### config.mk
export PLATFORM = sky130hd
export DESIGN_NAME = bus_arbiter
export DESIGN_NICKNAME = d
export VERILOG_FILES = /design/src/rtl/bus_pkg.sv /design/src/rtl/bus_rr_pick.sv /design/src/rtl/bus_arbiter.sv
export SDC_FILE = /design/constraint.sdc
export NUM_CORES = 1
export LEC_CHECK = 0
export BUFFER_PORTS_ARGS = -buffer_cell sky130_fd_sc_hd__buf_4
export CORE_MARGIN = 4
export CORE_UTILIZATION = 46
export DETAILED_ROUTE_END_ITERATION = 10
export GPL_TIMING_DRIVEN = 0
export HOLD_SLACK_MARGIN = 0.05
export PLACE_DENSITY = 0.79
export SLEW_MARGIN = 20
export SYNTH_ARGS = -nofsm -noshare
export SYNTH_HDL_FRONTEND = slang
export SYNTH_SLANG_ARGS = --single-unit
### constraint.sdc
create_clock -name clk -period 2.75 [get_ports clk]
set_input_delay 0 -clock clk [delete_from_list [all_inputs] [get_ports clk]]
set_output_delay 0 -clock clk [all_outputs]
set_load 0.02 [all_outputs]
### src/rtl/bus_pkg.sv
// Shared types and widths for the two-master memory bus arbiter.
// Widths match the 8-bit data / 16-bit address system bus.
package bus_pkg;

    localparam int ADDR_W = 16;
    localparam int DATA_W = 8;

    typedef enum logic [1:0] {
        IDLE   = 2'd0,
        SETUP  = 2'd1,
        ACCESS = 2'd2,
        DONE   = 2'd3
    } arb_state_t;

    typedef logic master_id_t;

    localparam master_id_t M0 = 1'b0;
    localparam master_id_t M1 = 1'b1;

endpackage

### src/rtl/bus_rr_pick.sv
// Combinational winner select for the two bus masters: round-robin on a tie,
// with an optional sticky grant to a locked owner (BUS_ARBITER_LOCK_EN).
module bus_rr_pick
    import bus_pkg::*;
(
    input  logic [1:0] req,
    input  master_id_t last_grant,
`ifdef BUS_ARBITER_LOCK_EN
    input  logic       lock_hold,
    input  master_id_t owner,
`endif
    output logic       grant_vld,
    output master_id_t grant_id
);

    always_comb begin
        grant_vld = |req;
        grant_id  = M0;
        case (req)
            2'b01:   grant_id = M0;
            2'b10:   grant_id = M1;
            2'b11:   grant_id = ~last_grant;
            default: grant_id = M0;
        endcase
`ifdef BUS_ARBITER_LOCK_EN
        // A locked owner keeps the bus for its follow-on byte if it still asks.
        if (lock_hold && req[owner]) begin
            grant_id = owner;
        end
`endif
    end

endmodule

### src/rtl/bus_arbiter.sv
// Two-master byte bus arbiter: IDLE->SETUP->ACCESS->DONE, ack in cycle 3+WAIT_STATES.
// Requesters hold req until ack; the loser waits in IDLE. Optional lock via BUS_ARBITER_LOCK_EN.
module bus_arbiter #(
    parameter int ADDR_W      = bus_pkg::ADDR_W,
    parameter int DATA_W      = bus_pkg::DATA_W,
    parameter int WAIT_STATES = 1
) (
    input  logic              clk,
    input  logic              reset,
    input  logic              m0_req,
    input  logic              m0_we,
    input  logic [ADDR_W-1:0] m0_addr,
    input  logic [DATA_W-1:0] m0_wdata,
    output logic [DATA_W-1:0] m0_rdata,
    output logic              m0_ack,
    input  logic              m1_req,
    input  logic              m1_we,
    input  logic [ADDR_W-1:0] m1_addr,
    input  logic [DATA_W-1:0] m1_wdata,
    output logic [DATA_W-1:0] m1_rdata,
    output logic              m1_ack,
`ifdef BUS_ARBITER_LOCK_EN
    input  logic              m0_lock,
    input  logic              m1_lock,
`endif
    output logic [ADDR_W-1:0] mem_addr,
    output logic [DATA_W-1:0] mem_wdata,
    output logic              mem_wdata_oe,
    input  logic [DATA_W-1:0] mem_rdata,
    output logic              mem_r,
    output logic              mem_w
);

    import bus_pkg::*;

    arb_state_t        state;
    master_id_t        owner;
    master_id_t        last_grant;
    logic              we_q;
    logic [ADDR_W-1:0] addr_q;
    logic [DATA_W-1:0] wdata_q;
    logic [3:0]        wait_cnt;
    logic              grant_vld;
    master_id_t        grant_id;

`ifdef BUS_ARBITER_LOCK_EN
    logic              lock_hold;
    logic              owner_lock;

    assign owner_lock = (owner == M1) ? m1_lock : m0_lock;
`endif

    bus_rr_pick u_pick (
        .req        ({m1_req, m0_req}),
        .last_grant (last_grant),
`ifdef BUS_ARBITER_LOCK_EN
        .lock_hold  (lock_hold),
        .owner      (owner),
`endif
        .grant_vld  (grant_vld),
        .grant_id   (grant_id)
    );

    always_ff @(posedge clk or posedge reset) begin
        if (reset) begin
            state      <= IDLE;
            owner      <= M0;
            last_grant <= M1;
            we_q       <= 1'b0;
            addr_q     <= '0;
            wdata_q    <= '0;
            wait_cnt   <= '0;
            m0_rdata   <= '0;
            m1_rdata   <= '0;
`ifdef BUS_ARBITER_LOCK_EN
            lock_hold  <= 1'b0;
`endif
        end else begin
            case (state)
                IDLE: begin
                    if (grant_vld) begin
                        owner   <= grant_id;
                        we_q    <= (grant_id == M1) ? m1_we    : m0_we;
                        addr_q  <= (grant_id == M1) ? m1_addr  : m0_addr;
                        wdata_q <= (grant_id == M1) ? m1_wdata : m0_wdata;
                        state   <= SETUP;
                    end
                end
                SETUP: begin
                    wait_cnt <= 4'(WAIT_STATES);
                    state    <= ACCESS;
                end
                ACCESS: begin
                    if (wait_cnt == 4'd0) begin
                        // Read data is taken on the last strobe edge, not in DONE.
                        if (!we_q) begin
                            if (owner == M1) begin
                                m1_rdata <= mem_rdata;
                            end else begin
                                m0_rdata <= mem_rdata;
                            end
                        end
                        state <= DONE;
                    end else begin
                        wait_cnt <= wait_cnt - 4'd1;
                    end
                end
                DONE: begin
`ifdef BUS_ARBITER_LOCK_EN
                    if (owner_lock) begin
                        lock_hold <= 1'b1;
                    end else begin
                        lock_hold  <= 1'b0;
                        last_grant <= owner;
                    end
`else
                    last_grant <= owner;
`endif
                    state <= IDLE;
                end
                default: state <= IDLE;
            endcase
        end
    end

    // Strobes decode straight from state so a reset drops them without waiting for a clock.
    assign mem_addr     = addr_q;
    assign mem_wdata    = wdata_q;
    assign mem_r        = (state == ACCESS) && !we_q;
    assign mem_w        = (state == ACCESS) && we_q;
    assign mem_wdata_oe = mem_w;
    assign m0_ack       = (state == DONE) && (owner == M0);
    assign m1_ack       = (state == DONE) && (owner == M1);

endmodule

==> impl_metrics.env, run 1 <==
export IMPL_stdcell_count=436
export IMPL_hold_class="primary input to flip-flop"
export IMPL_p_int_w=0.00224
export IMPL_cpMostUsedCell="buf_2"
export IMPL_areaGrowthSynthToFinish_pct=69.2
export IMPL_syn_cell_area_um2=2290
export IMPL_final_cell_mix="buf_4 (107), dlygate4sd3_1 (59), dfrtp_1 (48), o21ai_0 (30)"
export IMPL_max_freq_ghz=0.422
export IMPL_finClkSkew_ns=0.00869
export IMPL_clock_path_buffers=2
export IMPL_switchingPower_w=0.00154
export IMPL_p_comb_share_pct=53.9
export IMPL_grt_use_total_pct=23.9
export IMPL_vias=2165
export IMPL_cts_root_buf="clkbuf_8"
export IMPL_fp_coreArea_um2=4790
export IMPL_drt_iter0_markers=56
export IMPL_die_w_um=78.6
export IMPL_wl_met3_um=514
export IMPL_yosysSeqAreaShare_pct=53.5
export IMPL_drt_first_pass_iters=4
export IMPL_start_kind="flip-flop"
export IMPL_die_area_um2=6180
export IMPL_fillers=249
export IMPL_power_density_nw_per_um2=974
export IMPL_fin_crit_ns=2.37
export IMPL_drc=0
export IMPL_avgSynthCellArea_um2=11.8
export IMPL_postCtsSetupRepairBufs=0
export IMPL_ios=107
export IMPL_switching_share_pct=40.7
export IMPL_grt_first_pass_wirelength_mm=11.5
export IMPL_diodes=0
export IMPL_ys_ff_latch=49
export IMPL_drive_above_1_share_pct=39.8
export IMPL_nNetsFinal=436
export IMPL_wl_per_cell_um=16.1
export IMPL_worstPathRequired_ns=2.91
export IMPL_drv_cap=0
export IMPL_h_tree_depth=2
export IMPL_critPathArrivalTime_ns=2.53
export IMPL_leakage_nw=2.00
export IMPL_cts_tree="built"
export IMPL_dp_slack_ns=0.678
export IMPL_io_buffers=106
export IMPL_synth_nets=263
export IMPL_gr_total_overflow=0
export IMPL_cpMaxStageDelayCell="dlygate4sd3_1"
export IMPL_finalHoldViolations=0
export IMPL_finalMaxSlewViolations=0
export IMPL_worst_slack_ns=0.379
export IMPL_p_seq_share_pct=34.5
export IMPL_worstSetupEndpointType="flip-flop"
export IMPL_vias_per_cell=4.97
export IMPL_rsz0062_at_grt="no"
export IMPL_path_cells="a21bo_2, buf_2, buf_2, mux2i_1, dlygate4sd3_1, o21ai_0"
export IMPL_path_max_fanout=10
export IMPL_ant_nets=0
export IMPL_worst_setup_path_type="flip-flop to flip-flop"
export IMPL_max_stage_delay_ns=0.60
export IMPL_mostFrequentLayoutCell="buf_4"
export IMPL_ys_types=28
export IMPL_top_layer="met4"
export IMPL_outcome="finished clean"
export IMPL_grt_max_degree=30
export IMPL_wl_mm=7.01
export IMPL_dp_cells=369
export IMPL_pwr_share_clk_pct=11.6
export IMPL_place_hpwl_mm=4.18
export IMPL_slew_headroom_pct=60.6
export IMPL_finalSetupViolCount=0
export IMPL_met2_length_mm=3.59
export IMPL_ir_worst_vdd_mv=0.517
export IMPL_period_share_pct=86.2
export IMPL_gp_congestion=0.753
export IMPL_clk_pin_slew_ns=0.09
export IMPL_start_util_pct=47.9
export IMPL_antenna_found_initial=0
export IMPL_clkSinkCount=49
export IMPL_fp_dieH_um=78.6
export IMPL_cts_made_buffers=5
export IMPL_synthCells=195
export IMPL_wl_met1_mm=2.77
export IMPL_clk_latency_ns=0.30
export IMPL_grt_pass1_vias=2361
export IMPL_yosys_warnings=0
export IMPL_power_w=0.00378
export IMPL_worst_pin_slew_ns=0.586
export IMPL_num_rows=25
export IMPL_finalSetupTns_ns=0
-- power groups by stage --
stage                     combinational (W)  sequential, W  clock (W)
after detailed placement            0.00189        0.00130          0
after CTS                           0.00200        0.00129   0.000453
final                               0.00204        0.00130   0.000439
after global placement              0.00184        0.00129          0
after global routing                0.00220        0.00135   0.000476
after floorplan                    0.000793        0.00162          0
-- stage by stage --
step / cell area, µm² / hold WS (ns) / util, %
detailed placement: 3190 / 0.0411 / 66.7
floorplan: 2290 / 0.149 / -
global route: 3880 / 0.194 / 81.0
CTS: 3880 / 0.155 / 81.0
global placement: 3170 / 0.243 / 66.3
finish: 3880 / 0.176 / 81.0
-- state kept, by name (all words and copies together), names as in the netlist --
register	flops
last_grant	1
m0_rdata	8
m1_rdata	8
mem_addr	16
mem_wdata	8
owner	1
state	2
wait_cnt	4
we_q	1
-- cell usage after synthesis --
master	n	share of area (%)
inv_1	8	1.3
mux2_4	8	5.2
nor2b_1	2	0.55
or4_2	1	0.38
buf_6	1	0.49
a21bo_2	1	0.44
a22oi_1	1	0.33
mux2i_1	27	12
buf_4	1	0.33
nor4_4	1	0.93
clkbuf_1	5	0.82
or3b_4	1	0.49
or4_4	1	0.49
o22a_1	1	0.38
nand3_1	1	0.22
o21ai_1	1	0.22
mux2_2	10	4.9
dfrtp_1	48	52
and2_1	2	0.55
ha_1	6	3.3
a21oi_1	1	0.22
dfstp_2	1	1.1
a21o_1	1	0.33
nand2_1	27	4.4
o31a_2	1	0.44
nor2_1	3	0.49
o21ai_0	30	6.6
buf_2	4	0.87
-- worst max-delay path: cells and delay by family (launching register included) --
family	cells	cell delay, ns
AO/OA/AOI/OAI	2	0.20
multiplexers	1	0.32
buffers and inverters	3	1.19
flip-flops	1	0.54
-- timing repair --
item                      in CTS  in global routing
hold endpoints to repair      61                  0
resized for setup              0                  0
hold buffers                  59                  0
-- area by class of cell --
class                      count  area [µm²]  share of cell area (%)
buffer                        11        57.6                    1.48
clock inverter                 2        13.8                   0.355
clock buffer                   6        82.6                    2.13
inverter                       8        30.0                   0.774
multi-input combinational    127         977                    25.2
tap                           67        83.8                    2.16
timing repair buffer         166        1410                    36.3
sequential                    49        1230                    31.6
-- cells by family after synthesis --
group / share of synthesized area (%)
multiplexers: 21.9
AO/OA/AOI/OAI: 8.90
adder cells (fa/ha/maj): 3.28
AND/OR/NAND/NOR: 8.51
buffers and inverters: 3.82
flip-flops: 53.5
-- metal layers --
metal	up-vias	GRT usage, %
met3	14	6.19
li1	1010	-
met5	-	0
met2	88	41.9
met1	1053	28.2
met4	0	8.22
-- final timing paths --
path	startpoint	endpoint	slack [ns]	cells past startpoint
min in group asynchronous	reset	m1_rdata[5]	0.30	3
hold / removal	m0_req	mem_addr[13]	0.18	3
hold reg to reg	mem_addr[8]	mem_addr[8]	0.49	2
max in group asynchronous	reset	last_grant	1.87	4
setup reg to reg	last_grant	mem_wdata[7]	0.38	6
setup / recovery	last_grant	mem_wdata[7]	0.38	6
Note: power is estimated with default switching activity, not from simulation.
==> inputs of run 2 (changes only) <==
Settings changed: SYNTH_HIERARCHICAL set to 1.
==> run 2 against run 1 <==
Design area rose by 0.45%; sequential share of layout area is 0.14 points lower; sequential cell count is the same; global-route usage rose by 3.3 points; maximum frequency grew 3.6%; synthesized area grew 1.2%; hold slack better by 0.084 ns; register-to-register slack gained 0.08 ns; non-clock buffer count increased by 2; utilization shrank 0.16 points; critical path type unchanged; critical endpoint is now mem_addr[6]; largest cell class unchanged.
==> impl_metrics.env, run 2 <==
export IMPL_reg2reg_setup_slack_ns=0.46
export IMPL_h_tree_depth=2
export IMPL_cpMaxStageDelayCell="dlygate4sd3_1"
export IMPL_slew_headroom_pct=66.5
export IMPL_post_cts_resized=0
export IMPL_synth_edff_count=0
export IMPL_io_buffers=106
export IMPL_finalSetupViolCount=0
export IMPL_synth_nets=264
export IMPL_path_max_fanout=10
export IMPL_rsz0062_at_grt="no"
export IMPL_hold_class="primary input to async pin"
export IMPL_cts_made_buffers=5
export IMPL_clk_pin_slew_ns=0.10
export IMPL_wl_mm=7.91
export IMPL_drv_cap=0
export IMPL_power_density_nw_per_um2=1010
export IMPL_antenna_found_initial=0
export IMPL_gp_congestion=0.773
export IMPL_start_util_pct=48.2
export IMPL_clk_latency_ns=0.30
export IMPL_clkSinkCount=49
export IMPL_final_cell_mix="buf_4 (107), dlygate4sd3_1 (59), dfrtp_1 (48), mux2i_1 (28), a21oi_1 (26)"
export IMPL_max_freq_ghz=0.437
export IMPL_max_stage_delay_ns=0.63
export IMPL_final_area_um2=3900
export IMPL_multi_input_area_um2=1000
export IMPL_ir_worst_vdd_mv=0.627
export IMPL_pwr_share_clk_pct=10.7
export IMPL_yosysSeqAreaShare_pct=52.9
export IMPL_areaGrowthSynthToFinish_pct=68.0
export IMPL_drt_first_pass_iters=4
export IMPL_period_share_pct=83.2
export IMPL_leakage_nw=1.88
export IMPL_worst_pin_slew_ns=0.502
export IMPL_critPathArrivalTime_ns=2.46
export IMPL_largest_reg_flops=16
export IMPL_synth_top_area_share_pct=51.8
export IMPL_met2_usage_pct=46.5
export IMPL_vias_per_cell=5.24
export IMPL_fp_dieH_um=79.0
export IMPL_register_area_um2=1230
export IMPL_grt_use_total_pct=27.2
export IMPL_grt_first_pass_wirelength_mm=12.8
export IMPL_clock_path_buffers=2
export IMPL_ys_types=31
export IMPL_p_seq_share_pct=34.1
export IMPL_cp_top_family="buffers and inverters"
export IMPL_p_int_w=0.00230
export IMPL_power_w=0.00394
export IMPL_avgSynthCellArea_um2=11.9
export IMPL_drt_iter0_markers=127
export IMPL_gr_total_overflow=0
export IMPL_postCtsSetupRepairBufs=0
export IMPL_gr_usage_met1_pct=30.3
export IMPL_fin_crit_ns=2.29
export IMPL_wl_per_cell_um=18.2
export IMPL_cts_hold_buf=59
export IMPL_finClkSkew_ns=0.00980
export IMPL_fillers=275
export IMPL_place_area_um2=3220
export IMPL_switchingPower_w=0.00164
export IMPL_worst_setup_path_type="flip-flop to flip-flop"
export IMPL_ios=107
export IMPL_crit_buf_inv=3
export IMPL_path_cells="a21boi_1, buf_2, buf_2, mux2i_1, dlygate4sd3_1, a21oi_1"
export IMPL_ys_ff_latch=49
export IMPL_synth_largest_area_cell="dfrtp_1"
export IMPL_grt_max_degree=33
export IMPL_synth_most_common_cell="dfrtp_1"
export IMPL_syn_cell_area_um2=2320
export IMPL_worstSetupEndpointType="flip-flop"
export IMPL_switching_share_pct=41.7
export IMPL_gr_usage_met3_pct=8.96
export IMPL_mostFrequentLayoutCell="buf_4"
export IMPL_place_hpwl_mm=4.31
export IMPL_num_rows=25
export IMPL_outcome="finished clean"
export IMPL_vias=2285
export IMPL_utilization_pct=80.9
export IMPL_grt_busiest_layer="met2"
export IMPL_start_kind="flip-flop"
export IMPL_die_area_um2=6240
export IMPL_finalMaxSlewViolations=0
export IMPL_diodes=0
export IMPL_synthCells=195
export IMPL_p_comb_share_pct=55.2
export IMPL_worstPathRequired_ns=2.93
export IMPL_finalHoldViolations=0
export IMPL_ant_nets=0
export IMPL_finalSetupTns_ns=0
export IMPL_cts_root_buf="clkbuf_8"
export IMPL_fp_coreArea_um2=4820
export IMPL_nNetsFinal=437
export IMPL_grt_pass1_vias=2480
export IMPL_drc=0
export IMPL_drive_above_1_share_pct=39.0
export IMPL_synth_common_cells="dfrtp_1 (48), mux2i_1 (28), a21oi_1 (26)"
export IMPL_async_flop_share_pct=100
export IMPL_synth_area_leaders="dfrtp_1 (52%), mux2i_1 (12%), a21oi_1 (5.6%)"
export IMPL_cpMostUsedCell="buf_2"
export IMPL_yosys_warnings=6
export IMPL_cts_tree="built"
export IMPL_ys_flop_type="dfrtp_1"
export IMPL_die_w_um=79.0
[run 2: cell count changes after synthesis, sizes merged, moves of 2 or more]
cell	change
o21ai	-30
nand2	-26
a21oi	+25
nor2	+22
and2	+2
clkbuf	+2
inv	-2
or4	-2
[run 2: kinds of logic after synthesis]
kind of cell,share of synthesized area [%]
buffers and inverters,3.78
AO/OA/AOI/OAI,7.39
adder cells (fa/ha/maj),3.78
multiplexers,22.6
AND/OR/NAND/NOR,9.55
flip-flops,52.9
[run 2: tightest hold or removal path: cells and delay by family]
family,cells,cell delay [ns]
buf+inv,3,0.97
[run 2: layout make-up]
class / instances / share of cell area, %
Clock inverter: 2 / 0.353
Timing Repair Buffer: 166 / 36.1
Inverter: 6 / 0.578
Multi-Input combinational cell: 127 / 25.8
Tap cell: 67 / 2.15
Sequential cell: 49 / 31.5
Buffer: 13 / 1.67
Clock buffer: 6 / 1.86
[run 2: layer usage]
layer | vias up | part of all wire (%)
met5 | - | 0
met4 | 0 | 4.4
met3 | 31 | 8.9
met2 | 147 | 49
met1 | 1090 | 38
li1 | 1017 | -
[run 2: power by group through the flow]
stage               clock network (W)  registers, W  logic [W]
finish                       0.000422       0.00134    0.00217
global route                 0.000465       0.00138    0.00233
CTS                          0.000433       0.00131    0.00209
detailed placement                  0       0.00131    0.00199
global placement                    0       0.00131    0.00194
floorplan                           0       0.00165   0.000850
[run 2: worst paths after layout]
kind	start	end	depth (start not counted)
max reg2reg	last_grant	mem_addr[6]	6
max	last_grant	mem_addr[6]	6
min	reset	m1_rdata[6]	3
min in group clk	m1_req	state[0]	4
min reg2reg	m1_rdata[1]	m1_rdata[1]	1
max in group asynchronous	reset	last_grant	4
[run 2: through the flow]
step	instances	worst slack, ns	hold WS [ns]
5_1_grt	436	0.410	0.271
3_5_place_dp	369	0.815	0.0114
3_3_place_gp	368	0.849	0.242
2_1_floorplan	195	0.787	0.149
4_1_cts	436	0.655	0.239
6_report	436	0.462	0.260
==> inputs of run 3 (changes only) <==
Settings changed: ABC_AREA set to 1, CORE_UTILIZATION 46 to 42, PLACE_DENSITY 0.79 to 0.76.
Clock period 2.75 ns to 2.1 ns, I/O delays scaled along.
==> run 3 against run 2 <==
Synthesized area is 1.1% higher; wire length is 5.3% lower; die area is 9.6% higher; largest power group unchanged; utilization is 6.2 points lower; clock power is 37% higher; total power is 32% higher; largest cell class unchanged; non-clock buffer count is 1 lower.
==> impl_metrics.env, run 3 <==
export IMPL_r2r_end="we_q"
export IMPL_gp_congestion=0.720
export IMPL_dp_slack_ns=0.436
export IMPL_avgSynthCellArea_um2=8.75
export IMPL_drt_iter0_markers=130
export IMPL_fin_crit_ns=1.94
export IMPL_synth_area_leaders="dfrtp_1 (51%), a21oi_1 (11%), nand2_1 (9.1%)"
export IMPL_finalHoldViolations=0
export IMPL_place_hpwl_mm=4.76
export IMPL_ys_ff_latch=49
export IMPL_io_buffers=106
export IMPL_nNetsFinal=510
export IMPL_pwr_share_clk_pct=11.2
export IMPL_path_max_fanout=8
export IMPL_clock_path_buffers=2
export IMPL_min_path_cells=6
export IMPL_crit_start="last_grant"
export IMPL_ys_types=23
export IMPL_final_cell_mix="buf_4 (107), dlygate4sd3_1 (59), nand2_1 (57), a21oi_1 (53), dfrtp_1 (48)"
export IMPL_drive_above_1_share_pct=34.8
export IMPL_gr_total_overflow=0
export IMPL_leakage_nw=1.96
export IMPL_cpMaxStageDelayCell="dlygate4sd3_1"
export IMPL_switchingPower_w=0.00227
export IMPL_mostFrequentLayoutCell="buf_4"
export IMPL_synth_edff_count=0
export IMPL_grt_pass1_vias=2682
export IMPL_diodes=0
export IMPL_slew_headroom_pct=66.6
export IMPL_synth_nets=337
export IMPL_yosysSeqAreaShare_pct=52.3
export IMPL_grt_use_total_pct=23.4
export IMPL_wl_per_cell_um=14.6
export IMPL_ir_worst_vdd_mv=0.709
export IMPL_fp_dieH_um=82.7
export IMPL_synth_compound_area_share_pct=18.6
export IMPL_yosys_area_share_adder_pct=3.74
export IMPL_worstSetupEndpointType="flip-flop"
export IMPL_outcome="finished clean"
export IMPL_p_seq_share_pct=33.2
export IMPL_finalSetupViolCount=0
export IMPL_p_comb_share_pct=55.6
export IMPL_finalMaxSlewViolations=0
export IMPL_synth_top_area_share_pct=51.2
export IMPL_hold_class="primary input to flip-flop"
export IMPL_largest_reg_flops=16
export IMPL_cts_root_buf="clkbuf_8"
export IMPL_clkSinkCount=49
export IMPL_vias_per_cell=4.84
export IMPL_drc=0
export IMPL_fp_coreArea_um2=5270
export IMPL_p_int_w=0.00292
export IMPL_cpMostUsedCell="a21oi_1"
export IMPL_start_kind="flip-flop"
export IMPL_ys_flop_type="dfrtp_1"
export IMPL_muxShareOfSynthArea_pct=0
export IMPL_path_cells="a21oi_1, buf_2, clkinv_1, a21oi_1, a21oi_1, dlygate4sd3_1"
export IMPL_power_density_nw_per_um2=1320
export IMPL_ant_nets=0
export IMPL_hold_path_end="state[1]"
export IMPL_synth_largest_area_cell="dfrtp_1"
export IMPL_post_cts_resized=0
export IMPL_finalSetupTns_ns=0
export IMPL_holdWs_ns=0.181
export IMPL_grt_first_pass_wirelength_mm=12.3
export IMPL_period_share_pct=92.2
export IMPL_syn_cell_area_um2=2340
export IMPL_switching_share_pct=43.7
export IMPL_vias=2480
export IMPL_ios=107
export IMPL_drt_first_pass_iters=6
export IMPL_reg2reg_setup_slack_ns=0.16
export IMPL_fillers=371
export IMPL_drv_cap=0
export IMPL_h_tree_depth=2
export IMPL_worst_slack_ns=0.163
export IMPL_wl_mm=7.49
export IMPL_areaGrowthSynthToFinish_pct=67.8
export IMPL_worstPathRequired_ns=2.28
export IMPL_yosys_warnings=6
export IMPL_synthCells=268
export IMPL_cts_hold_buf=59
export IMPL_grt_max_degree=30
export IMPL_r2r_start="last_grant"
export IMPL_critPathArrivalTime_ns=2.11
export IMPL_clk_latency_ns=0.29
export IMPL_num_rows=26
export IMPL_async_flop_share_pct=100
export IMPL_r2r_worst_path_cells=6
export IMPL_finClkSkew_ns=0.00500
export IMPL_max_freq_ghz=0.516
export IMPL_cts_tree="built"
export IMPL_synth_common_cells="nand2_1 (57), a21oi_1 (53), dfrtp_1 (48)"
export IMPL_clk_pin_slew_ns=0.09
export IMPL_die_area_um2=6840
export IMPL_synth_most_common_cell="nand2_1"
export IMPL_yosys_area_share_simple_pct=18.3
export IMPL_max_stage_delay_ns=0.56
export IMPL_worst_pin_slew_ns=0.500
export IMPL_hold_start="m1_req"
export IMPL_cts_made_buffers=5
export IMPL_antenna_found_initial=0
export IMPL_die_w_um=82.7
export IMPL_synth_top_family_by_area="compound AO/OA/AOI/OAI gates"
export IMPL_worst_setup_path_type="flip-flop to flip-flop"
export IMPL_synth_xor_area_share_pct=0
export IMPL_postCtsSetupRepairBufs=0
export IMPL_start_util_pct=44.5
export IMPL_rsz0062_at_grt="no"
-- run 3: changes by cell type in the layout (fill, tap and decap cells not counted), sizes merged, moves of 17 or more --
cell,delta
inv,+17
a21oi,+27
mux2,-19
nand2,+63
mux2i,-28
o21ai,+20
-- run 3: worst max-delay path by stage --
stage,endpoint,slack [ns],cells past startpoint
after floorplan,m1_rdata[0],0.55,8
after global placement,mem_addr[3],0.25,2
after detailed placement,m1_rdata[0],0.44,8
after CTS,we_q,0.20,6
after global routing,mem_addr[15],0.06,6
final,we_q,0.16,6
-- run 3: cells by family (layout without fill, tap and decap cells) --
kind of cell | count (synthesis) | in the layout
AO/OA/AOI/OAI | 75 | 75
AND/OR/NAND/NOR | 100 | 100
buffers and inverters | 37 | 211
flip-flops | 49 | 49
adder cells (fa/ha/maj) | 7 | 7
-- run 3: routing by layer --
metal | part of all wire [%] | wire (µm) | global-route usage (%)
met1 | 40 | 3010 | 27.1
met3 | 9.2 | 692 | 7.92
met2 | 49 | 3640 | 40.5
met5 | 0 | 0 | 0
met4 | 2.0 | 148 | 7.84
-- run 3: power groups by stage --
stage          logic, W  registers [W]  clock network, W
3_5_place_dp    0.00268        0.00172                 0
2_1_floorplan   0.00116        0.00216                 0
4_1_cts         0.00285        0.00171          0.000600
5_1_grt         0.00316        0.00177          0.000636
6_report        0.00289        0.00172          0.000580
3_3_place_gp    0.00261        0.00171                 0
-- run 3: critical path: cells and delay by family, from the launching register on --
kind / cells / cell delay [ns]
DFF: 1 / 0.39
AOI/OAI and AO/OA: 3 / 0.42
buffers and inverters: 3 / 1.03
-- run 3: through the flow --
step / util, % / total power, W / instances / area, µm²
6_report: 74.7 / 0.00519 / 512 / 3940
5_1_grt: 74.7 / 0.00557 / 512 / 3940
4_1_cts: 74.7 / 0.00516 / 512 / 3940
3_5_place_dp: 61.6 / 0.00440 / 445 / 3250
3_3_place_gp: 61.3 / 0.00432 / 444 / 3230
2_1_floorplan: - / 0.00332 / 268 / 2340
-- run 3: cell type report --
class,count,area [µm²],share of cell area (%)
Buffer,12,70.1,1.78
Sequential cell,49,1230,31.2
Multi-Input combinational cell,182,953,24.2
Clock inverter,2,13.8,0.350
Inverter,25,93.8,2.38
Tap cell,70,87.6,2.23
Clock buffer,6,82.6,2.10
Timing Repair Buffer,166,1410,35.7
